### config.mk
export PLATFORM = sky130hd
export DESIGN_NAME = renderizador_vga
export DESIGN_NICKNAME = d
export VERILOG_FILES = /design/src/rtl/renderizador_pkg.sv /design/src/rtl/vga_sync.sv /design/src/rtl/renderizador_vga.sv
export SDC_FILE = /design/constraint.sdc
export NUM_CORES = 2
export LEC_CHECK = 0
export ABC_CLOCK_PERIOD_IN_PS = 18500
export CAP_MARGIN = 20
export CORE_UTILIZATION = 45
export DETAILED_ROUTE_END_ITERATION = 8
export SLEW_MARGIN = 10
export SYNTH_ARGS = -nofsm -noshare
export SYNTH_HDL_FRONTEND = slang
export SYNTH_HIERARCHICAL = 1
export SYNTH_SLANG_ARGS = --single-unit
### constraint.sdc
create_clock -name CLOCK_50 -period 18.5 [get_ports CLOCK_50]
set_input_delay 3.7 -clock CLOCK_50 [delete_from_list [all_inputs] [get_ports CLOCK_50]]
set_output_delay 3.7 -clock CLOCK_50 [all_outputs]
set_load 0.01 [all_outputs]
### src/rtl/renderizador_pkg.sv
// Shared definitions for the VGA frame renderer.
// Holds 640x480@60 Hz timing constants, the vertical-blank latch line,
// fixed colours, entity record types and a helper that squares a signed
// distance.
package renderizador_pkg;

  localparam int unsigned HVisible = 640;
  localparam int unsigned HFront   = 16;
  localparam int unsigned HSync    = 96;
  localparam int unsigned HTotal   = 800;

  localparam int unsigned VVisible = 480;
  localparam int unsigned VFront   = 10;
  localparam int unsigned VSync    = 2;
  localparam int unsigned VTotal   = 525;

  // Line on which entity positions are captured (first blanked line).
  localparam int unsigned VLatch   = 480;

  localparam logic [23:0] CorBranca = 24'hFFFFFF;
  localparam logic [23:0] CorPreta  = 24'h000000;

  typedef struct packed {
    logic [9:0] x;
    logic [9:0] y;
    logic [9:0] r;
  } bola_t;

  typedef struct packed {
    logic [9:0] x;
    logic [9:0] y;
    logic [9:0] w;
    logic [9:0] h;
  } nave_t;

  // |d|^2 as an unsigned 21-bit value; -1024 maps to magnitude 1024.
  function automatic logic [20:0] quadrado(input logic signed [10:0] d);
    logic [10:0] mag;
    mag = d[10] ? 11'(-d) : 11'(d);
    return 21'(mag) * 21'(mag);
  endfunction

endpackage

### src/rtl/vga_sync.sv
// VGA timing generator.
// Ports: clk_i / rst_i (async, active high); pe_o pixel enable toggling every
// clock; h_o / v_o pixel and line counters; hsync_o / vsync_o high while the
// counters sit in the sync region; visible_o high in the 640x480 active area.
module vga_sync
  import renderizador_pkg::*;
(
  input  logic       clk_i,
  input  logic       rst_i,
  output logic       pe_o,
  output logic [9:0] h_o,
  output logic [9:0] v_o,
  output logic       hsync_o,
  output logic       vsync_o,
  output logic       visible_o
);

  logic       pe_q, pe_d;
  logic [9:0] h_q, h_d;
  logic [9:0] v_q, v_d;

  always_comb begin
    pe_d = ~pe_q;
    h_d  = h_q;
    v_d  = v_q;
    if (pe_q) begin
      if (h_q == 10'(HTotal - 1)) begin
        h_d = '0;
        v_d = (v_q == 10'(VTotal - 1)) ? '0 : v_q + 10'd1;
      end else begin
        h_d = h_q + 10'd1;
      end
    end
  end

  always_ff @(posedge clk_i or posedge rst_i) begin
    if (rst_i) begin
      pe_q <= 1'b0;
      h_q  <= '0;
      v_q  <= '0;
    end else begin
      pe_q <= pe_d;
      h_q  <= h_d;
      v_q  <= v_d;
    end
  end

  assign pe_o      = pe_q;
  assign h_o       = h_q;
  assign v_o       = v_q;
  assign hsync_o   = (h_q >= 10'(HVisible + HFront)) && (h_q < 10'(HVisible + HFront + HSync));
  assign vsync_o   = (v_q >= 10'(VVisible + VFront)) && (v_q < 10'(VVisible + VFront + VSync));
  assign visible_o = (h_q < 10'(HVisible)) && (v_q < 10'(VVisible));

endmodule

### src/rtl/renderizador_vga.sv
// Frame renderer: draws a ship rectangle and two balls on a 640x480@60 Hz
// VGA raster clocked from CLOCK_50 (25 MHz pixel enable).
// Ports: CLOCK_50, reset (async, active high); ball centre/radius and ship
// corner/size inputs (10 bits each); VGA_R/G/B colour, VGA_HS/VGA_VS
// (active low), VGA_BLANK_N, VGA_SYNC_N (tied 0), VGA_CLK (pixel enable);
// frame_tick pulses one clock when entity positions are captured.
// Entity inputs are shadowed once per frame at the start of vertical blank.
// Outputs are two pixel periods behind the counters.
// Optional: define RENDER_BORDA_EN to draw a white 1-pixel frame border.
module renderizador_vga
  import renderizador_pkg::*;
#(
  parameter logic [23:0] COR_FUNDO   = 24'h000000,
  parameter logic [23:0] COR_NAVE    = 24'h00FF00,
  parameter logic [23:0] COR_ALIADA  = 24'h00FFFF,
  parameter logic [23:0] COR_INIMIGA = 24'hFF0000
) (
  input  logic       CLOCK_50,
  input  logic       reset,
  input  logic [9:0] x_bola_aliada,
  input  logic [9:0] y_bola_aliada,
  input  logic [9:0] raio_bola_aliada,
  input  logic [9:0] x_bola_inimiga,
  input  logic [9:0] y_bola_inimiga,
  input  logic [9:0] raio_bola_inimiga,
  input  logic [9:0] x_nave,
  input  logic [9:0] y_nave,
  input  logic [9:0] largura_nave,
  input  logic [9:0] altura_nave,
  output logic [7:0] VGA_R,
  output logic [7:0] VGA_G,
  output logic [7:0] VGA_B,
  output logic       VGA_HS,
  output logic       VGA_VS,
  output logic       VGA_BLANK_N,
  output logic       VGA_SYNC_N,
  output logic       VGA_CLK,
  output logic       frame_tick
);

  logic       pe, hs_raw, vs_raw, vis_raw;
  logic [9:0] h, v;

  vga_sync u_sync (
    .clk_i     (CLOCK_50),
    .rst_i     (reset),
    .pe_o      (pe),
    .h_o       (h),
    .v_o       (v),
    .hsync_o   (hs_raw),
    .vsync_o   (vs_raw),
    .visible_o (vis_raw)
  );

  logic latch;
  assign latch = pe && (h == '0) && (v == 10'(VLatch));

  // Shadow registers and frame tick.
  bola_t aliada_q, aliada_d, inimiga_q, inimiga_d;
  nave_t nave_q, nave_d;
  logic  frame_tick_q, frame_tick_d;

  always_comb begin
    aliada_d     = latch ? '{x_bola_aliada, y_bola_aliada, raio_bola_aliada} : aliada_q;
    inimiga_d    = latch ? '{x_bola_inimiga, y_bola_inimiga, raio_bola_inimiga} : inimiga_q;
    nave_d       = latch ? '{x_nave, y_nave, largura_nave, altura_nave} : nave_q;
    frame_tick_d = latch;
  end

  // Stage 1: distances and ship hit. Ship bounds kept in 11 bits so a
  // rectangle past 1023 clips rather than wraps.
  logic signed [10:0] dx_ali_q, dx_ali_d, dy_ali_q, dy_ali_d;
  logic signed [10:0] dx_ini_q, dx_ini_d, dy_ini_q, dy_ini_d;
  logic               nave_hit_q, nave_hit_d;
  logic               hs1_q, hs1_d, vs1_q, vs1_d, vis1_q, vis1_d;
  logic [10:0]        h11, v11, nave_x_fim, nave_y_fim;

  assign h11        = {1'b0, h};
  assign v11        = {1'b0, v};
  assign nave_x_fim = {1'b0, nave_q.x} + {1'b0, nave_q.w};
  assign nave_y_fim = {1'b0, nave_q.y} + {1'b0, nave_q.h};

`ifdef RENDER_BORDA_EN
  logic borda1_q, borda1_d;
`endif

  always_comb begin
    dx_ali_d   = dx_ali_q;
    dy_ali_d   = dy_ali_q;
    dx_ini_d   = dx_ini_q;
    dy_ini_d   = dy_ini_q;
    nave_hit_d = nave_hit_q;
    hs1_d      = hs1_q;
    vs1_d      = vs1_q;
    vis1_d     = vis1_q;
`ifdef RENDER_BORDA_EN
    borda1_d   = borda1_q;
`endif
    if (pe) begin
      dx_ali_d   = $signed(h11) - $signed({1'b0, aliada_q.x});
      dy_ali_d   = $signed(v11) - $signed({1'b0, aliada_q.y});
      dx_ini_d   = $signed(h11) - $signed({1'b0, inimiga_q.x});
      dy_ini_d   = $signed(v11) - $signed({1'b0, inimiga_q.y});
      nave_hit_d = (h11 >= {1'b0, nave_q.x}) && (h11 < nave_x_fim) &&
                   (v11 >= {1'b0, nave_q.y}) && (v11 < nave_y_fim);
      hs1_d      = hs_raw;
      vs1_d      = vs_raw;
      vis1_d     = vis_raw;
`ifdef RENDER_BORDA_EN
      borda1_d   = (h == '0) || (h == 10'(HVisible - 1)) ||
                   (v == '0) || (v == 10'(VVisible - 1));
`endif
    end
  end

  // Stage 2: circle tests and colour mux. Radius 0 disables a ball.
  logic [21:0] soma_ali, soma_ini;
  logic [19:0] r2_ali, r2_ini;
  logic        hit_ali, hit_ini;
  logic [23:0] cor;
  logic [23:0] rgb_q, rgb_d;
  logic        hs_n_q, hs_n_d, vs_n_q, vs_n_d, blank_n_q, blank_n_d;

  assign soma_ali = 22'(quadrado(dx_ali_q)) + 22'(quadrado(dy_ali_q));
  assign soma_ini = 22'(quadrado(dx_ini_q)) + 22'(quadrado(dy_ini_q));
  assign r2_ali   = 20'(aliada_q.r) * 20'(aliada_q.r);
  assign r2_ini   = 20'(inimiga_q.r) * 20'(inimiga_q.r);
  assign hit_ali  = (aliada_q.r != '0) && (soma_ali <= 22'(r2_ali));
  assign hit_ini  = (inimiga_q.r != '0) && (soma_ini <= 22'(r2_ini));

  always_comb begin
    cor = COR_FUNDO;
`ifdef RENDER_BORDA_EN
    if (borda1_q) cor = CorBranca;
`endif
    if (nave_hit_q) cor = COR_NAVE;
    if (hit_ali)    cor = COR_ALIADA;
    if (hit_ini)    cor = COR_INIMIGA;

    rgb_d     = rgb_q;
    hs_n_d    = hs_n_q;
    vs_n_d    = vs_n_q;
    blank_n_d = blank_n_q;
    if (pe) begin
      rgb_d     = vis1_q ? cor : CorPreta;
      hs_n_d    = ~hs1_q;
      vs_n_d    = ~vs1_q;
      blank_n_d = vis1_q;
    end
  end

  always_ff @(posedge CLOCK_50 or posedge reset) begin
    if (reset) begin
      aliada_q     <= '0;
      inimiga_q    <= '0;
      nave_q       <= '0;
      frame_tick_q <= 1'b0;
      dx_ali_q     <= '0;
      dy_ali_q     <= '0;
      dx_ini_q     <= '0;
      dy_ini_q     <= '0;
      nave_hit_q   <= 1'b0;
      hs1_q        <= 1'b0;
      vs1_q        <= 1'b0;
      vis1_q       <= 1'b0;
`ifdef RENDER_BORDA_EN
      borda1_q     <= 1'b0;
`endif
      rgb_q        <= '0;
      hs_n_q       <= 1'b1;
      vs_n_q       <= 1'b1;
      blank_n_q    <= 1'b0;
    end else begin
      aliada_q     <= aliada_d;
      inimiga_q    <= inimiga_d;
      nave_q       <= nave_d;
      frame_tick_q <= frame_tick_d;
      dx_ali_q     <= dx_ali_d;
      dy_ali_q     <= dy_ali_d;
      dx_ini_q     <= dx_ini_d;
      dy_ini_q     <= dy_ini_d;
      nave_hit_q   <= nave_hit_d;
      hs1_q        <= hs1_d;
      vs1_q        <= vs1_d;
      vis1_q       <= vis1_d;
`ifdef RENDER_BORDA_EN
      borda1_q     <= borda1_d;
`endif
      rgb_q        <= rgb_d;
      hs_n_q       <= hs_n_d;
      vs_n_q       <= vs_n_d;
      blank_n_q    <= blank_n_d;
    end
  end

  assign VGA_R       = rgb_q[23:16];
  assign VGA_G       = rgb_q[15:8];
  assign VGA_B       = rgb_q[7:0];
  assign VGA_HS      = hs_n_q;
  assign VGA_VS      = vs_n_q;
  assign VGA_BLANK_N = blank_n_q;
  assign VGA_SYNC_N  = 1'b0;
  assign VGA_CLK     = pe;
  assign frame_tick  = frame_tick_q;

endmodule

# --- Yosys cells after proc, flatten, opt, wreduce, memory -nomap -nowiden ---
# Index checks and enable logic that the tools add are counted.
totals:
  regBits: 197
  latch_bits: 0
  ram_bits: 0
  rom_bits: 0
  input_bits: 102
  out_inout_bits: 30
  wordCells: 88
  memories: 0
classes:
  n_addsub: 14
  mul: 6
  n_div: 0
  order_cmp: 12
  eq_ne: 3
  shifts: 0
  mux: 10
  n_bitwise: 3
  n_reduce_logical: 14
op_table:
  columns: ["op", "n"]
  rows:
  - ["$mul A11 B11 Y21", 4]
  - ["$mux W24", 3]
  - ["$add A21 B21 Y22", 2]
  - ["$le A22 B20 Y1", 2]
  - ["$mux W11", 4]
  - ["$neg A11 Y11", 4]
  - ["$sub A10 B10 Y11", 4]
  - ["$mul A10 B10 Y20", 2]
  - ["$add A10 B10 Y11", 2]
  - ["$lt A10 B11 Y1", 2]
  - ["$add A10 B1 Y10 const B", 2]
  - ["$eq A10 B10 Y1 const B", 2]
  - ["$ge A10 B10 Y1", 2]
  - ["$lt A10 B10 Y1 const B", 2]
  - ["$lt A10 B9 Y1 const B", 2]
  - ["$mux W10", 2]
  - ["$reduce_bool A10 Y1", 2]
  - ["$mux W16", 1]
  - ["$eq A10 B9 Y1 const B", 1]
  - ["$ge A10 B10 Y1 const B", 1]
  - ["$ge A10 B9 Y1 const B", 1]
  - ["$logic_and A1 B1 Y1", 10]
  - ["$logic_not A10 Y1", 1]
  - ["$not A1 Y1", 3]
  - ["$reduce_and A2 Y1", 1]

# --- Logic depth before layout (Yosys ltp) ---
depth:
  ltp_word: 9
  ltp_mapped: 45
  mapped_depth_nobuf: 44

# --- Cells and area by module ---
# The synthesis kept the hierarchy.
by_module_without_submodules:
  columns: ["mod", "instances", "cells_each", "area_per_inst_um2", "seq_area_each_um2"]
  rows:
  - ["renderizador_vga", 1, 3389, 29878.7, 3881.2]
  - ["vga_sync", 1, 119, 1141.1, 525.5]

# --- Worst setup path after synthesis ---
# OpenSTA, ideal clock, no wires.
synth_timing:
  path_type: "register to register"
  start: "register dx_ini_q[3]"
  end: "register rgb_q[15]"
  setup_time_ns: 0.121
  arrival_ns: 8.785
  t_required_ns: 18.379
  slack_ns: 9.594
  path_stages_with_launch: 39
  n_path_buf: 1
  period_less_slack_ns: 8.906
  cell_sequence: "dfrtp_1 clkbuf_1 or4_1 or2_1 o21ai_1 xor2_1 inv_2 nand2_1 fa_1 fa_1 fa_1 inv_1 fa_1 inv_1 fa_1 inv_1 ha_1 a21o_1 (+3 left out) xnor2_1 ha_1 or3_1 a211oi_1 nor2_1 a21o_1 a21o_1 xor2_1 ha_1 nand2_1 nor2_1 a2111oi_0 nor2_1 nor2_1 o2111ai_1 a31oi_1 nand3_1 a22o_1"
synth_via:
  elab_chain_cells: 8
synth_lines:
  columns: ["item", "line_no", "source"]
  rows:
  - ["start: declaration", "renderizador_vga.sv:73", "logic signed [10:0] dx_ini_q, dx_ini_d, dy_ini_q, dy_ini_d;"]
  - ["start signal: assignment", "renderizador_vga.sv:180", "dx_ini_q <= dx_ini_d;"]
  - ["$neg A11 Y11", "renderizador_pkg.sv:39", "mag = d[10] ? 11'(-d) : 11'(d);"]
  - ["$mux W11 *", "renderizador_pkg.sv:39", null]
  - ["$mul A11 B11 Y21 *", "renderizador_pkg.sv:40", "return 21'(mag) * 21'(mag);"]
  - ["$add A21 B21 Y22 *", "renderizador_vga.sv:125", "assign soma_ini = 22'(quadrado(dx_ini_q)) + 22'(quadrado(dy_ini_q));"]
  - ["$le A22 B20 Y1 *", "renderizador_vga.sv:129", "assign hit_ini = (inimiga_q.r != '0) && (soma_ini <= 22'(r2_ini));"]
  - ["$logic_and A1 B1 Y1 *", "renderizador_vga.sv:129", null]
  - ["$mux W24 *", "renderizador_vga.sv:138", "if (hit_ini) cor = COR_INIMIGA;"]
  - ["$mux W24 *", "renderizador_vga.sv:145", "rgb_d = vis1_q ? cor : CorPreta;"]
  - ["end signal: assignment", "renderizador_vga.sv:189", "rgb_q <= rgb_d;"]
  - ["end: declaration", "renderizador_vga.sv:121", "logic [23:0] rgb_q, rgb_d;"]
# Mark *: on every way between the ends. The rest lies on a longest branch, timed or not.
# A chain may end at the register's enable or synchronous reset.

# --- Final worst setup path ---
layout_timing:
  start: "register dy_ini_q[0]"
  end: "register rgb_q[15]"
layout_via:
  elab_chain_cells: 8
layout_lines:
  columns: ["item", "line_no", "source"]
  rows:
  - ["start: declaration", "renderizador_vga.sv:73", null]
  - ["start signal: assignment", "renderizador_vga.sv:181", "dy_ini_q <= dy_ini_d;"]
  - ["$neg A11 Y11", "renderizador_pkg.sv:39", null]
  - ["$mux W11 *", "renderizador_pkg.sv:39", null]
  - ["$mul A11 B11 Y21 *", "renderizador_pkg.sv:40", null]
  - ["$add A21 B21 Y22 *", "renderizador_vga.sv:125", null]
  - ["$le A22 B20 Y1 *", "renderizador_vga.sv:129", null]
  - ["$logic_and A1 B1 Y1 *", "renderizador_vga.sv:129", null]
  - ["$mux W24 *", "renderizador_vga.sv:138", null]
  - ["$mux W24 *", "renderizador_vga.sv:145", null]
# Marks and branches as above.

==> flow_summary.ini <==
[synthesis]
yosys_register_bits = 176
synth.distinct_cells = 85
syn_area_per_cell_um2 = 8.84
synth_edf_count = 0
synthTopCellsByArea = fa_1 (23%), ha_1 (19%), dfrtp_1 (14%), inv_1 (7.6%), xnor2_1 (5.1%)
syn_area_um2 = 31000
synth.top_cell.area_share_pct = 22.9
yosys.area.top_type = fa_1
synth_ff_type = dfrtp_1
synth_cells = 3508
yosysWarnings = 6
async_flop_share_pct = 100
seq_area_frac_synth_pct = 14.2

[timing]
rsz0062_at_grt = false
tightest_slew_ns = 0.939
final_max_slew_viol_count = 0
finClkSkew_ns = 0.0126
fin_crit_sh_pct = 53.9
fmax_ghz = 0.100
relSlewSlack_pct = 37.4
setup_violations = 0
fin_crit_ns = 9.97
finalSetupTns_ns = 0
hold_viol = 0

[run_status]
run_status = finished clean

[detailed_routing]
wl_per_cell_um = 15.8
vias_per_cell = 5.18
drtAntennaViolNets = 0
drc_errors = 0
route.vias.total = 23300
drt-pass1-iter-count = 5
wl_mm = 71.1
drt_iter0_drc = 1344

[job]
maxCapViolations = 0

[finish]
drive_above_1_share_pct = 4.14
finalInstanceArea_um2 = 33800
antennaDiodeCount = 0
fill_cells = 6507
area_delta_synth_final_pct = 8.89
fin_util_pct = 49.9
nNetsFinal = 4546
instances_no_fill = 4492

[floorplanning]
core-area_um2 = 67600
dieArea_um2 = 70000
die_w_um = 265
die_height_um = 265
initial_core_util_pct = 45.9
pin_count = 132
row_count = 95

[place]
dpl_cell_area_um2 = 33200
port_buffers = 130
place_hpwl_mm = 60.2
dp.cells = 4460
place_congestion = 0.871

[global_routing]
grt_pass1_wl_mm = 119
grt_usage_pct = 21.0
grt_max_degree = 92
grt_pass1_vias = 23400
antenna_found_initial = 0
globalRoute.totalOverflow = 0

[clock_tree]
path_clk_slew_ns = 0.07
postCtsSetupRepairBufs = 0
cts_tree = yes
clock-sinks = 176
cts.path.max_buffers = 2
clkLatencyLatePin_ns = 0.46
cts_hold_buffers = 0
cts_buffers = 17
cts-htree-levels = 4
cts_resized = 0
cts_root_buffer = clkbuf_16

[setup_path]
critPathKind = register to register
cp_common_cell = inv_1
required_ns = 18.85
slowest_delay_ns = 0.54
endpoint_kind = register
cp.arrival_ns = 10.32
crit_fanout = 11
start_kind = register
slowest_stage = fa_1

[pwr]
total_power_mw = 1.42
ir_worst_vdd_mv = 0.0675
p_leak_nw = 17.8
p_per_area_nw_per_um2 = 42.2

[hold_path]
hold_path_class = register to register
## final timing paths
kind | start | end | slack, ns | cells after the start
max | dy_ini_q[0] | rgb_q[15] | 8.53 | 41
min | vs1_q | VGA_VS | 0.42 | 1
max reg2reg | dy_ini_q[0] | rgb_q[15] | 8.53 | 41
min reg2reg | vs1_q | VGA_VS | 0.42 | 1
max in group asynchronous | reset | aliada_q[18] | 13.27 | 3
min in group asynchronous | reset | frame_tick | 3.81 | 2
## cells by family (layout without fill, tap and decap cells)
kind of cell	count (synthesis)	after routing	share of synthesized area, %
other cells	2	27	0.0242
simple gates	912	912	13.9
mux	61	61	2.21
buf+inv	723	809	9.03
flops	176	176	14.2
xor+xnor	245	245	6.92
fa+ha+maj	838	838	42.4
compound gates	551	551	11.4
## registers in the layout, summed over array words and instances (netlist names)
register,cells
inimiga_q,30
nave_q,40
vis1_q,1
VGA_VS,1
VGA_BLANK_N,1
u_sync/v_o,10
u_sync/h_o,10
nave_hit_q,1
u_sync/pe_o,1
frame_tick,1
dx_ini_q,11
vs1_q,1
VGA_HS,1
dy_ali_q,11
dx_ali_q,11
dy_ini_q,11
hs1_q,1
rgb_q,3
aliada_q,30
## where the power goes
group	internal, mW	total, mW	switching (mW)	leakage [nW]
registers	0.386	0.391	0.00410	2.04
logic	0.298	0.658	0.361	15.4
clock network	0.193	0.376	0.183	0.287
total	0.877	1.42	0.548	17.8
## critical path: cells and delay by family (launching register included)
family	cells	cell delay, ns
xor gates and xnor gates	3	0.65
adders and majority gates	9	3.49
buffers and inverters	7	0.70
DFF	1	0.48
AOI/OAI and AO/OA	9	2.16
and+or+nand+nor	13	2.41
## cell type report
cell class / count / area (um^2) / area share [%]
inverter: 639 / 2400 / 7.12
timing repair buffer: 138 / 1360 / 4.03
clock buffer: 17 / 425 / 1.26
sequential: 176 / 4410 / 13.1
multi-input combinational: 2634 / 23900 / 70.8
clock inverter: 15 / 175 / 0.519
tap: 873 / 1090 / 3.23
## cell usage after synthesis (8+ instances only)
cell,instances
nand2b_1,32
xor2_1,64
o21ai_0,149
xnor2_1,181
a31oi_1,9
nand2_1,304
nor3_1,58
a21oi_1,137
dfrtp_1,174
o211ai_1,8
a211oi_1,16
mux2_2,61
or3_1,21
nand3_1,45
nor4_1,8
and3_1,18
o21a_1,28
a21boi_0,10
o41ai_1,9
fa_1,355
buf_4,22
clkbuf_1,56
or2_2,13
nor2_1,244
ha_1,483
o31ai_1,24
o21ai_1,22
and2_1,71
nor2b_1,41
nand4_1,22
a21o_1,55
o21bai_1,16
inv_1,626
## metal layers
layer	track usage [%]	part of all wire, %	up-vias
met3	2.34	3.8	48
met2	32.9	44	376
met4	3.74	1.1	0
met1	31.5	51	11200
met5	0	0	-
li1	-	-	11600
## through the flow
step	hold slack [ns]	setup WS, ns
after global routing	0.455	7.75
after floorplan	0.387	9.59
final	0.419	8.53
after global placement	0.415	8.71
after detailed placement	0.415	8.60
after CTS	0.426	8.56
## placed cells by master (no fill, tap or decap), types with 8 or more instances in the layout
master	Yosys	final
xor2_1	64	64
conb_1	2	27
inv_1	626	625
o21bai_1	16	16
o21ai_0	149	149
a211oi_1	16	16
nor3_1	58	57
or3_1	21	21
and2_1	71	71
nor4_1	8	8
a21oi_1	137	137
mux2_2	61	61
nand3_1	45	45
nand2_1	304	304
o21ai_1	22	22
a21o_1	55	55
nor2_1	244	244
clkbuf_16	0	17
xnor2_1	181	181
o41ai_1	9	9
a21boi_0	10	10
and3_1	18	18
dfrtp_1	174	173
nand4_1	22	22
nor2b_1	41	41
fa_1	355	355
nand2b_1	32	32
o31ai_1	24	24
clkdlybuf4s50_1	0	130
o211ai_1	8	8
buf_4	22	8
o21a_1	28	28
or2_2	13	13
a31oi_1	9	9
ha_1	483	483
Note: power is estimated with default switching activity, not from simulation.
